--- config.mk ---
export PLATFORM = sky130hd
export DESIGN_NAME = timer_loader_flat
export DESIGN_NICKNAME = d
export VERILOG_FILES = /design/src/rtl/timer_loader_if.sv /design/src/rtl/timer_loader.sv /design/src/flat_wrapper.sv
export SDC_FILE = /design/constraint.sdc
export NUM_CORES = 1
export LEC_CHECK = 0
export ABC_AREA = 1
export ABC_CLOCK_PERIOD_IN_PS = 1700
export BUFFER_PORTS_ARGS = -buffer_cell sky130_fd_sc_hd__clkbuf_2
export CORE_MARGIN = 1.5
export CORE_UTILIZATION = 53
export CTS_CLUSTER_SIZE = 40
export DETAILED_ROUTE_END_ITERATION = 12
export PLACE_DENSITY = 0.88
export SLEW_MARGIN = 10
export SYNTH_ARGS = -nofsm -noshare
export SYNTH_HDL_FRONTEND = slang
export SYNTH_SLANG_ARGS = --single-unit
export TNS_END_PERCENT = 1
--- constraint.sdc ---
create_clock -name clk -period 1.7 [get_ports clk]
set_input_delay 0.17 -clock clk [delete_from_list [all_inputs] [get_ports clk]]
set_output_delay 0.17 -clock clk [all_outputs]
set_load 0.05 [all_outputs]
--- src/rtl/timer_loader_if.sv ---
// Keypad/timer signal bundle for timer_loader.
// master drives keypad strobes and tick; slave returns the digits.
interface timer_loader_if;
  logic [3:0] bcd;
  logic       loadn;
  logic       startn;
  logic       stopn;
  logic       tick;
  logic [3:0] min_ones;
  logic [3:0] sec_tens;
  logic [3:0] sec_ones;
  logic       running;
  logic       done;

  modport master (
    output bcd,
    output loadn,
    output startn,
    output stopn,
    output tick,
    input  min_ones,
    input  sec_tens,
    input  sec_ones,
    input  running,
    input  done
  );

  modport slave (
    input  bcd,
    input  loadn,
    input  startn,
    input  stopn,
    input  tick,
    output min_ones,
    output sec_tens,
    output sec_ones,
    output running,
    output done
  );
endinterface

--- src/rtl/timer_loader.sv ---
// Keypad-loaded M:SS countdown timer with IDLE/RUN/DONE control.
// Optional TIMER_LOADER_KEY_SYNC_EN adds a 2-flop input synchronizer.
module timer_loader (
  input  logic           clk,
  input  logic           clearn,
  timer_loader_if.slave  bus
);

  localparam logic [1:0] IDLE = 2'd0;
  localparam logic [1:0] RUN  = 2'd1;
  localparam logic [1:0] DONE = 2'd2;

  logic [3:0] bcd_i;
  logic       loadn_i;
  logic       startn_i;
  logic       stopn_i;

`ifdef TIMER_LOADER_KEY_SYNC_EN
  logic [3:0] bcd_m, bcd_s;
  logic [2:0] ctl_m, ctl_s;

  always_ff @(posedge clk or negedge clearn) begin
    if (!clearn) begin
      bcd_m <= 4'hF;
      bcd_s <= 4'hF;
      ctl_m <= 3'b111;
      ctl_s <= 3'b111;
    end else begin
      bcd_m <= bus.bcd;
      bcd_s <= bcd_m;
      ctl_m <= {bus.loadn, bus.startn, bus.stopn};
      ctl_s <= ctl_m;
    end
  end

  assign bcd_i    = bcd_s;
  assign loadn_i  = ctl_s[2];
  assign startn_i = ctl_s[1];
  assign stopn_i  = ctl_s[0];
`else
  assign bcd_i    = bus.bcd;
  assign loadn_i  = bus.loadn;
  assign startn_i = bus.startn;
  assign stopn_i  = bus.stopn;
`endif

  logic [1:0] state, state_n;
  logic [3:0] m, t, o;
  logic [3:0] m_n, t_n, o_n;
  logic [3:0] d_m, d_t, d_o;
  logic       load_prev;
  logic       done_q, done_n;
  logic       load_evt;
  logic       shift_ok;
  logic       zero;
  logic       dzero;

  // Falling edge of the sampled strobe; a held-low key fires once.
  assign load_evt = load_prev & ~loadn_i;
  assign shift_ok = load_evt & (bcd_i <= 4'd9);
  assign zero     = ~|{m, t, o};
  assign dzero    = ~|{d_m, d_t, d_o};

  always_comb begin
    d_m = m;
    d_t = t;
    d_o = o;
    if (o != 4'd0) begin
      d_o = o - 4'd1;
    end else begin
      d_o = 4'd9;
      if (t != 4'd0) begin
        d_t = t - 4'd1;
      end else begin
        d_t = 4'd5;
        d_m = m - 4'd1;
      end
    end
  end

  always_comb begin
    state_n = state;
    m_n     = m;
    t_n     = t;
    o_n     = o;
    done_n  = 1'b0;
    unique case (state)
      IDLE: begin
        if (!stopn_i) begin
          m_n = 4'd0;
          t_n = 4'd0;
          o_n = 4'd0;
        end else if (!startn_i && !zero) begin
          state_n = RUN;
        end else if (shift_ok) begin
          m_n = t;
          t_n = o;
          o_n = bcd_i;
        end
      end
      RUN: begin
        if (!stopn_i) begin
          state_n = IDLE;
        end else if (bus.tick) begin
          m_n = d_m;
          t_n = d_t;
          o_n = d_o;
          if (dzero) begin
            state_n = DONE;
            done_n  = 1'b1;
          end
        end
      end
      DONE: begin
        if (!stopn_i) begin
          state_n = IDLE;
          m_n     = 4'd0;
          t_n     = 4'd0;
          o_n     = 4'd0;
        end else if (shift_ok) begin
          state_n = IDLE;
          m_n     = t;
          t_n     = o;
          o_n     = bcd_i;
        end
      end
      default: state_n = IDLE;
    endcase
  end

  always_ff @(posedge clk or negedge clearn) begin
    if (!clearn) begin
      state     <= IDLE;
      m         <= 4'd0;
      t         <= 4'd0;
      o         <= 4'd0;
      load_prev <= 1'b1;
      done_q    <= 1'b0;
    end else begin
      state     <= state_n;
      m         <= m_n;
      t         <= t_n;
      o         <= o_n;
      load_prev <= loadn_i;
      done_q    <= done_n;
    end
  end

  assign bus.min_ones = m;
  assign bus.sec_tens = t;
  assign bus.sec_ones = o;
  assign bus.running  = (state == RUN);
  assign bus.done     = done_q;

endmodule

--- src/flat_wrapper.sv ---
// flat-port wrapper written by rule: the top's interface ports become plain ports
module timer_loader_flat 
  (clk, clearn, bus_bcd, bus_loadn, bus_startn, bus_stopn, bus_tick, bus_min_ones, bus_sec_tens, bus_sec_ones, bus_running, bus_done);
  timer_loader_if bus_i ();
  input  logic clk;
  input  logic clearn;
  input wire logic [$bits(bus_i.bcd)-1:0] bus_bcd;
  input wire logic [$bits(bus_i.loadn)-1:0] bus_loadn;
  input wire logic [$bits(bus_i.startn)-1:0] bus_startn;
  input wire logic [$bits(bus_i.stopn)-1:0] bus_stopn;
  input wire logic [$bits(bus_i.tick)-1:0] bus_tick;
  output wire logic [$bits(bus_i.min_ones)-1:0] bus_min_ones;
  output wire logic [$bits(bus_i.sec_tens)-1:0] bus_sec_tens;
  output wire logic [$bits(bus_i.sec_ones)-1:0] bus_sec_ones;
  output wire logic [$bits(bus_i.running)-1:0] bus_running;
  output wire logic [$bits(bus_i.done)-1:0] bus_done;
  assign bus_i.bcd = bus_bcd;
  assign bus_i.loadn = bus_loadn;
  assign bus_i.startn = bus_startn;
  assign bus_i.stopn = bus_stopn;
  assign bus_i.tick = bus_tick;
  assign bus_min_ones = bus_i.min_ones;
  assign bus_sec_tens = bus_i.sec_tens;
  assign bus_sec_ones = bus_i.sec_ones;
  assign bus_running = bus_i.running;
  assign bus_done = bus_i.done;
  timer_loader u_core (.clk(clk), .clearn(clearn), .bus(bus_i));
endmodule
==> impl_results.md, run 1 <==
- Status: finished, final reports clean
- Largest net degree at the start of global routing: 20
- Post-route setup slack: 0.0625 ns
- Worst Clk Skew: 0.00256 ns
- Fmax: 0.611 GHz
- LEAKAGE: 0.705 nW
- Synthesis-to-finish area growth: 23.7%
- Multi-input logic area: 617 sq um
- Clock Latency Late Sink: 0.29 ns
- Final #Nets: 207
- Clock Pin Slew Worst Setup and Hold Paths: 0.10 ns
- Simple-gate share of the synthesized area: 35.5%
- CP Class: flop to flop
- Synth unique cells: 27
- Post-Synth XOR/XNOR Area: 1.57%
- Worst Setup End Kind: flop
- Post-synthesis compound-gate area fraction: 14.8%
- Most frequent cells in the layout: nand2_1, clkbuf_2, inv_1
- Placed Area: 1270 sq um
- RSZ-0062 raised after global routing: yes
- Post-Synthesis Cells: 161
- GRT Total Usage: 25.7%
- Fin. max-slew vios: 0
- First-pass GRT wire length: 4860 um
- DRT Wirelength: 2940 um
- Relative slew slack: 72.1%
- WL/cell: 13.3 um
- CTS Sinks: 16
- Largest family of logic cells by synthesized area: simple AND/OR/NAND/NOR gates
- Fin util: 69.6%
- 1st-iter DRT viols: 42
- Number of synthesized register bits: 16
- Sequential area share after synthesis: 36.0%
- RD Place Congestion: 0.871
- Req. time, crit path: 1.89 ns
- Slew at the pin closest to its max-slew limit: 0.419 ns
- Die Area: 2390 sq um
- Crit Path Max Fanout: 7
- Layout cell share with drive strength beyond 1: 28.9%
- Post-detail-place hpwl: 2060 um
- Clock tree from TritonCTS: built
- Clock buffer count from CTS: 3
- Crit path DAT: 1.83 ns
- Post-Syn Area per Cell: 6.93 sq um
- Routed via count: 1218
- H-tree depth: 1
- Clock buffer depth: 2
- Fin area: 1380 sq um
- GR Overflow Total: 0
- Vias in the first global route: 1160
- VDD IR-drop max: 1.18 mV
- Most common cell after layout, fill and taps aside: nand2_1
- Core area: 1980 sq um
- Nature of the critical path startpoint: flop
- Max-Cap Viols: 0
- Fill cells: 161
- Hold/Removal Path Class: primary input to flop
- Synth Area in Adders: 2.24%
- Routed Antenna Nets: 0
- Final worst path period need: 1.64 ns
- Number of port buffers: 23
- ANT cells: 0
- Post-Syn Nets: 173
- DRC: 0
- # IOs: 24
- Antenna violations before repair: 0
- Mux cell area share after synthesis: 0%
- Vias/cell: 5.51
- Die Span X: 48.9 um
- Place WS: 0.0599 ns
- Cell area after synthesis: 1120 sq um
- Final hold vios: 0
- Final Setup Violations: 0
- FP Rows: 16
- Pwr Density: 2110 nW/um^2
- Drt first pass iters: 4
- Root buf cell: clkbuf_4
- Tcrit/Tclk final: 96.3%
- Synth Warn #: 0
- Die extent in y: 48.9 um
- FF/Latch Area: 410 sq um
- TNS Setup: 0 ns
- Starting Density: 56.3%
==> registers in the layout (all words and copies together) (netlist names) <==
name and cells:
u_core.state 2, u_core.load_prev 1, u_core.bus.min_ones 4, u_core.bus.done 1
u_core.bus.sec_tens 4, u_core.bus.sec_ones 4
==> cells by family after synthesis <==
logic type | Yosys count
adder cells (fa/ha/maj) | 2
AO/OA/AOI/OAI | 31
flip-flops | 16
AND/OR/NAND/NOR | 84
XOR/XNOR | 2
buffers and inverters | 26
==> report_power, final <==
part | switching, mW | internal (mW) | total [mW]
logic | 1.37 | 0.573 | 1.94
registers | 0.166 | 0.532 | 0.698
clock network | 0.133 | 0.131 | 0.264
total | 1.67 | 1.24 | 2.91
==> cell type report <==
class	count	area share, %
Clock buffer	4	2.63
Inverter	22	6.35
Multi-Input combinational cell	119	44.7
Sequential cell	16	29.7
Tap cell	27	2.45
Timing Repair Buffer	33	14.1
==> stage by stage <==
| step | hold WS (ns) | instances | power (mW) |
|---|---|---|---|
| 2_1_floorplan | -0.126 | 161 | 2.07 |
| 3_3_place_gp | 0.116 | 211 | 2.43 |
| 3_5_place_dp | 0.118 | 211 | 2.47 |
| 4_1_cts | 0.120 | 217 | 2.74 |
| 5_1_grt | 0.132 | 221 | 3.11 |
| 6_report | 0.111 | 221 | 2.91 |
==> layer usage <==
layer,routed length (um),global-route usage (%),up-vias
met3,258,5.52,9
met5,0,0,-
met4,38,10.5,0
li1,-,-,590
met1,1140,32.9,554
met2,1500,42.2,65
==> synth_stat cells <==
cell type | count | area [sq um]
nand2_1 | 40 | 150
o21ai_0 | 22 | 110
inv_1 | 21 | 78.8
nand3_1 | 17 | 85.1
dfrtp_1 | 15 | 375
nor2_1 | 15 | 56.3
a21oi_1 | 4 | 20.0
a31oi_1 | 2 | 12.5
buf_2 | 2 | 10.0
ha_1 | 2 | 25.0
nand2_2 | 2 | 12.5
nor2_4 | 2 | 22.5
nor3_1 | 2 | 10.0
xor2_1 | 2 | 17.5
a21boi_1 | 1 | 7.51
buf_6 | 1 | 11.3
clkbuf_1 | 1 | 3.75
dfstp_2 | 1 | 26.3
inv_4 | 1 | 6.26
nand2_4 | 1 | 11.3
nand3_2 | 1 | 10.0
nand4_1 | 1 | 6.26
nor2_2 | 1 | 6.26
nor2_8 | 1 | 20.0
o211ai_1 | 1 | 7.51
o31ai_1 | 1 | 7.51
or2_2 | 1 | 6.26
==> critical path: stages, from the launching register on <==
cell and delay, ns:
dfrtp_2 0.45, nor2_4 0.13, nand2_2 0.10, nor2_8 0.16, nand2_1 0.07, o21ai_1 0.12, nand2_1 0.09, nor2_2 0.15
nand3_1 0.11, nand3_1 0.08, nand2_1 0.05
==> timing repair <==
| action | CTS | global route |
|---|---|---|
| hold buffers | 2 | 0 |
| gates resized for setup | 0 | 11 |
| hold endpoints to repair | 16 | 0 |
| endpoints found under the setup margin | 0 | 11 |
| buffers inserted | 0 | 4 |
==> final timing paths <==
kind | start | end | slack [ns] | cells past startpoint
setup / recovery | u_core.bus.sec_tens[3] | u_core.state[0] | 0.06 | 10
hold / removal | bus_tick | u_core.bus.done | 0.11 | 3
setup reg to reg | u_core.bus.sec_tens[3] | u_core.state[0] | 0.06 | 10
hold reg to reg | u_core.state[1] | u_core.state[1] | 0.58 | 2
max in group asynchronous | clearn | u_core.load_prev | 1.05 | 2
min in group asynchronous | clearn | u_core.bus.sec_tens[2] | 0.33 | 2
Note: power is estimated with default switching activity, not from simulation.
==> inputs of run 2 (changes only) <==
--- a/config.mk
+++ b/config.mk
@@ -7,7 +7,7 @@
 export LEC_CHECK = 0
 export ABC_AREA = 1
 export ABC_CLOCK_PERIOD_IN_PS = 1700
-export BUFFER_PORTS_ARGS = -buffer_cell sky130_fd_sc_hd__clkbuf_2
+export BUFFER_PORTS_ARGS = -buffer_cell sky130_fd_sc_hd__buf_2
 export CORE_MARGIN = 1.5
 export CORE_UTILIZATION = 53
 export CTS_CLUSTER_SIZE = 40
==> impl_results.md, run 2 (same netlist as run 1, synthesis figures left out) <==
- Most common cell after layout, fill and taps aside: nand2_1 (unchanged)
- # IOs: 24 (unchanged)
- Starting Density: 56.3% (unchanged)
- RD Place Congestion: 0.867 (was 0.871)
- CTS Sinks: 16 (unchanged)
- Clock Pin Slew Worst Setup and Hold Paths: 0.10 ns (about the same)
- DRC: 0 (unchanged)
- Most frequent cells in the layout: nand2_1, buf_2, o21ai_0 (was nand2_1, clkbuf_2, inv_1)
- Die extent in y: 48.9 um (unchanged)
- Clock buffer depth: 2 (unchanged)
- Fill cells: 156 (was 161)
- Hold/Removal Path Class: primary input to flop (unchanged)
- Multi-input logic area: 614 sq um (was 617 sq um)
- Routed Antenna Nets: 0 (unchanged)
- DRT Wirelength: 2830 um (was 2940 um)
- Placed Cells: 210 (was 211)
- FF/Latch Area: 410 sq um (unchanged)
- Clock buffer count from CTS: 3 (unchanged)
- CP Class: flop to flop (unchanged)
- Layout cell share with drive strength beyond 1: 29.4% (was 28.9%)
- Fin cells: 221 (unchanged)
- Core area: 1980 sq um (unchanged)
- Root buf cell: clkbuf_4 (unchanged)
- H-tree depth: 1 (unchanged)
- Vias in the first global route: 1081 (was 1160)
- Clock tree from TritonCTS: built (unchanged)
- Die Span X: 48.9 um (unchanged)
- GRT Total Usage: 23.7% (was 25.7%)
- First-pass GRT wire length: 4470 um (was 4860 um)
- Final Setup Violations: 0 (unchanged)
- Nature of the critical path startpoint: flop (unchanged)
- Synthesis-to-finish area growth: 23.2% (was 23.7%)
- Clock Latency Late Sink: 0.30 ns (was 0.29 ns)
- Final hold vios: 0 (unchanged)
- Crit Path Max Fanout: 7 (unchanged)
- Fmax: 0.619 GHz (was 0.611 GHz)
- Vias/cell: 5.46 (was 5.51)
- Worst Setup End Kind: flop (unchanged)
- Drt first pass iters: 5 (was 4)
- ANT cells: 0 (unchanged)
- Req. time, crit path: 1.90 ns (was 1.89 ns)
- 1st-iter DRT viols: 61 (was 42)
- Fin area: 1380 sq um (about the same)
- Pwr Density: 2130 nW/um^2 (was 2110 nW/um^2)
- Tcrit/Tclk final: 95.1% (was 96.3%)
- LEAKAGE: 0.707 nW (was 0.705 nW)
- Relative slew slack: 74.5% (was 72.1%)
- Fin util: 69.4% (was 69.6%)
- Post-detail-place hpwl: 2050 um (was 2060 um)
- Die Area: 2390 sq um (unchanged)
- FP Rows: 16 (unchanged)
- Number of port buffers: 23 (unchanged)
- Status: finished, final reports clean (unchanged)
- WL/cell: 12.8 um (was 13.3 um)
- GR Overflow Total: 0 (unchanged)
- Slew at the pin closest to its max-slew limit: 0.382 ns (was 0.419 ns)
- Placed Area: 1270 sq um (about the same)
- Final worst path period need: 1.62 ns (was 1.64 ns)
- Fin. max-slew vios: 0 (unchanged)
- Worst Clk Skew: 0.00333 ns (was 0.00256 ns)
- RSZ-0062 raised after global routing: yes (unchanged)
- Final #Nets: 207 (unchanged)
- Largest net degree at the start of global routing: 20 (unchanged)
- Routed via count: 1206 (was 1218)
- Max-Cap Viols: 0 (unchanged)
- Hold_ws: 0.133 ns (was 0.111 ns)
- Antenna violations before repair: 0 (unchanged)
- Crit path DAT: 1.81 ns (was 1.83 ns)
- VDD IR-drop max: 1.03 mV (was 1.18 mV)
==> run 2: per-stage QoR <==
| stage | setup slack [ns] | total power [mW] | TNS, ns |
|---|---|---|---|
| floorplan | -0.0101 | 2.07 | -0.0101 |
| finish | 0.0833 | 2.92 | 0 |
| global placement | 0.0938 | 2.43 | 0 |
| CTS | 0.0522 | 2.74 | 0 |
| detailed placement | 0.0703 | 2.47 | 0 |
| global route | -0.0333 | 3.11 | -0.0620 |
==> run 2: final timing paths <==
check                                       start                     end  slack, ns  cells past startpoint
min in group asynchronous                  clearn  u_core.bus.sec_tens[2]       0.31                      2
hold reg to reg                   u_core.state[0]         u_core.state[0]       0.59                      2
setup / recovery           u_core.bus.sec_ones[2]         u_core.state[0]       0.08                      9
setup reg to reg           u_core.bus.sec_ones[2]         u_core.state[0]       0.08                      9
hold / removal                           bus_tick         u_core.bus.done       0.13                      3
max in group asynchronous                  clearn        u_core.load_prev       1.07                      2
==> run 2: repair_timing <==
action / CTS / global route
resized for setup: 0 / 7
endpoints found under the hold margin: 16 / 0
endpoints found under the setup margin: 0 / 9
buffers inserted: 0 / 5
hold buffers: 2 / 0
==> run 2: worst max-delay path, stage by stage, from the launching register on <==
cell and delay, ns:
dfrtp_2 0.44, nor2_4 0.14, nand2_4 0.10, nor2_8 0.16, xor2_1 0.18, nand2_1 0.09, nor2_2 0.16, nand3_1 0.11
nand3_1 0.08, nand2_1 0.05
==> run 2: routing by layer <==
layer	GRT usage, %	wire [um]	up-vias
li1	-	-	583
met1	30.1	1220	559
met2	42.0	1410	61
met3	3.07	185	3
met4	7.14	21	0
met5	0	0	-
==> run 2: layout make-up <==
class / count / share of cell area (%)
flip-flops and latches: 16 / 29.8
inverters: 22 / 6.19
multi-input cells: 119 / 44.7
clock buffers: 4 / 2.64
repair buffers: 33 / 14.2
well taps: 27 / 2.46
==> run 2: report_power, final <==
group	internal (mW)	leakage, nW	switching, mW
clock network	0.131	0.0210	0.132
registers	0.532	0.195	0.159
logic	0.599	0.490	1.37
total	1.26	0.707	1.66
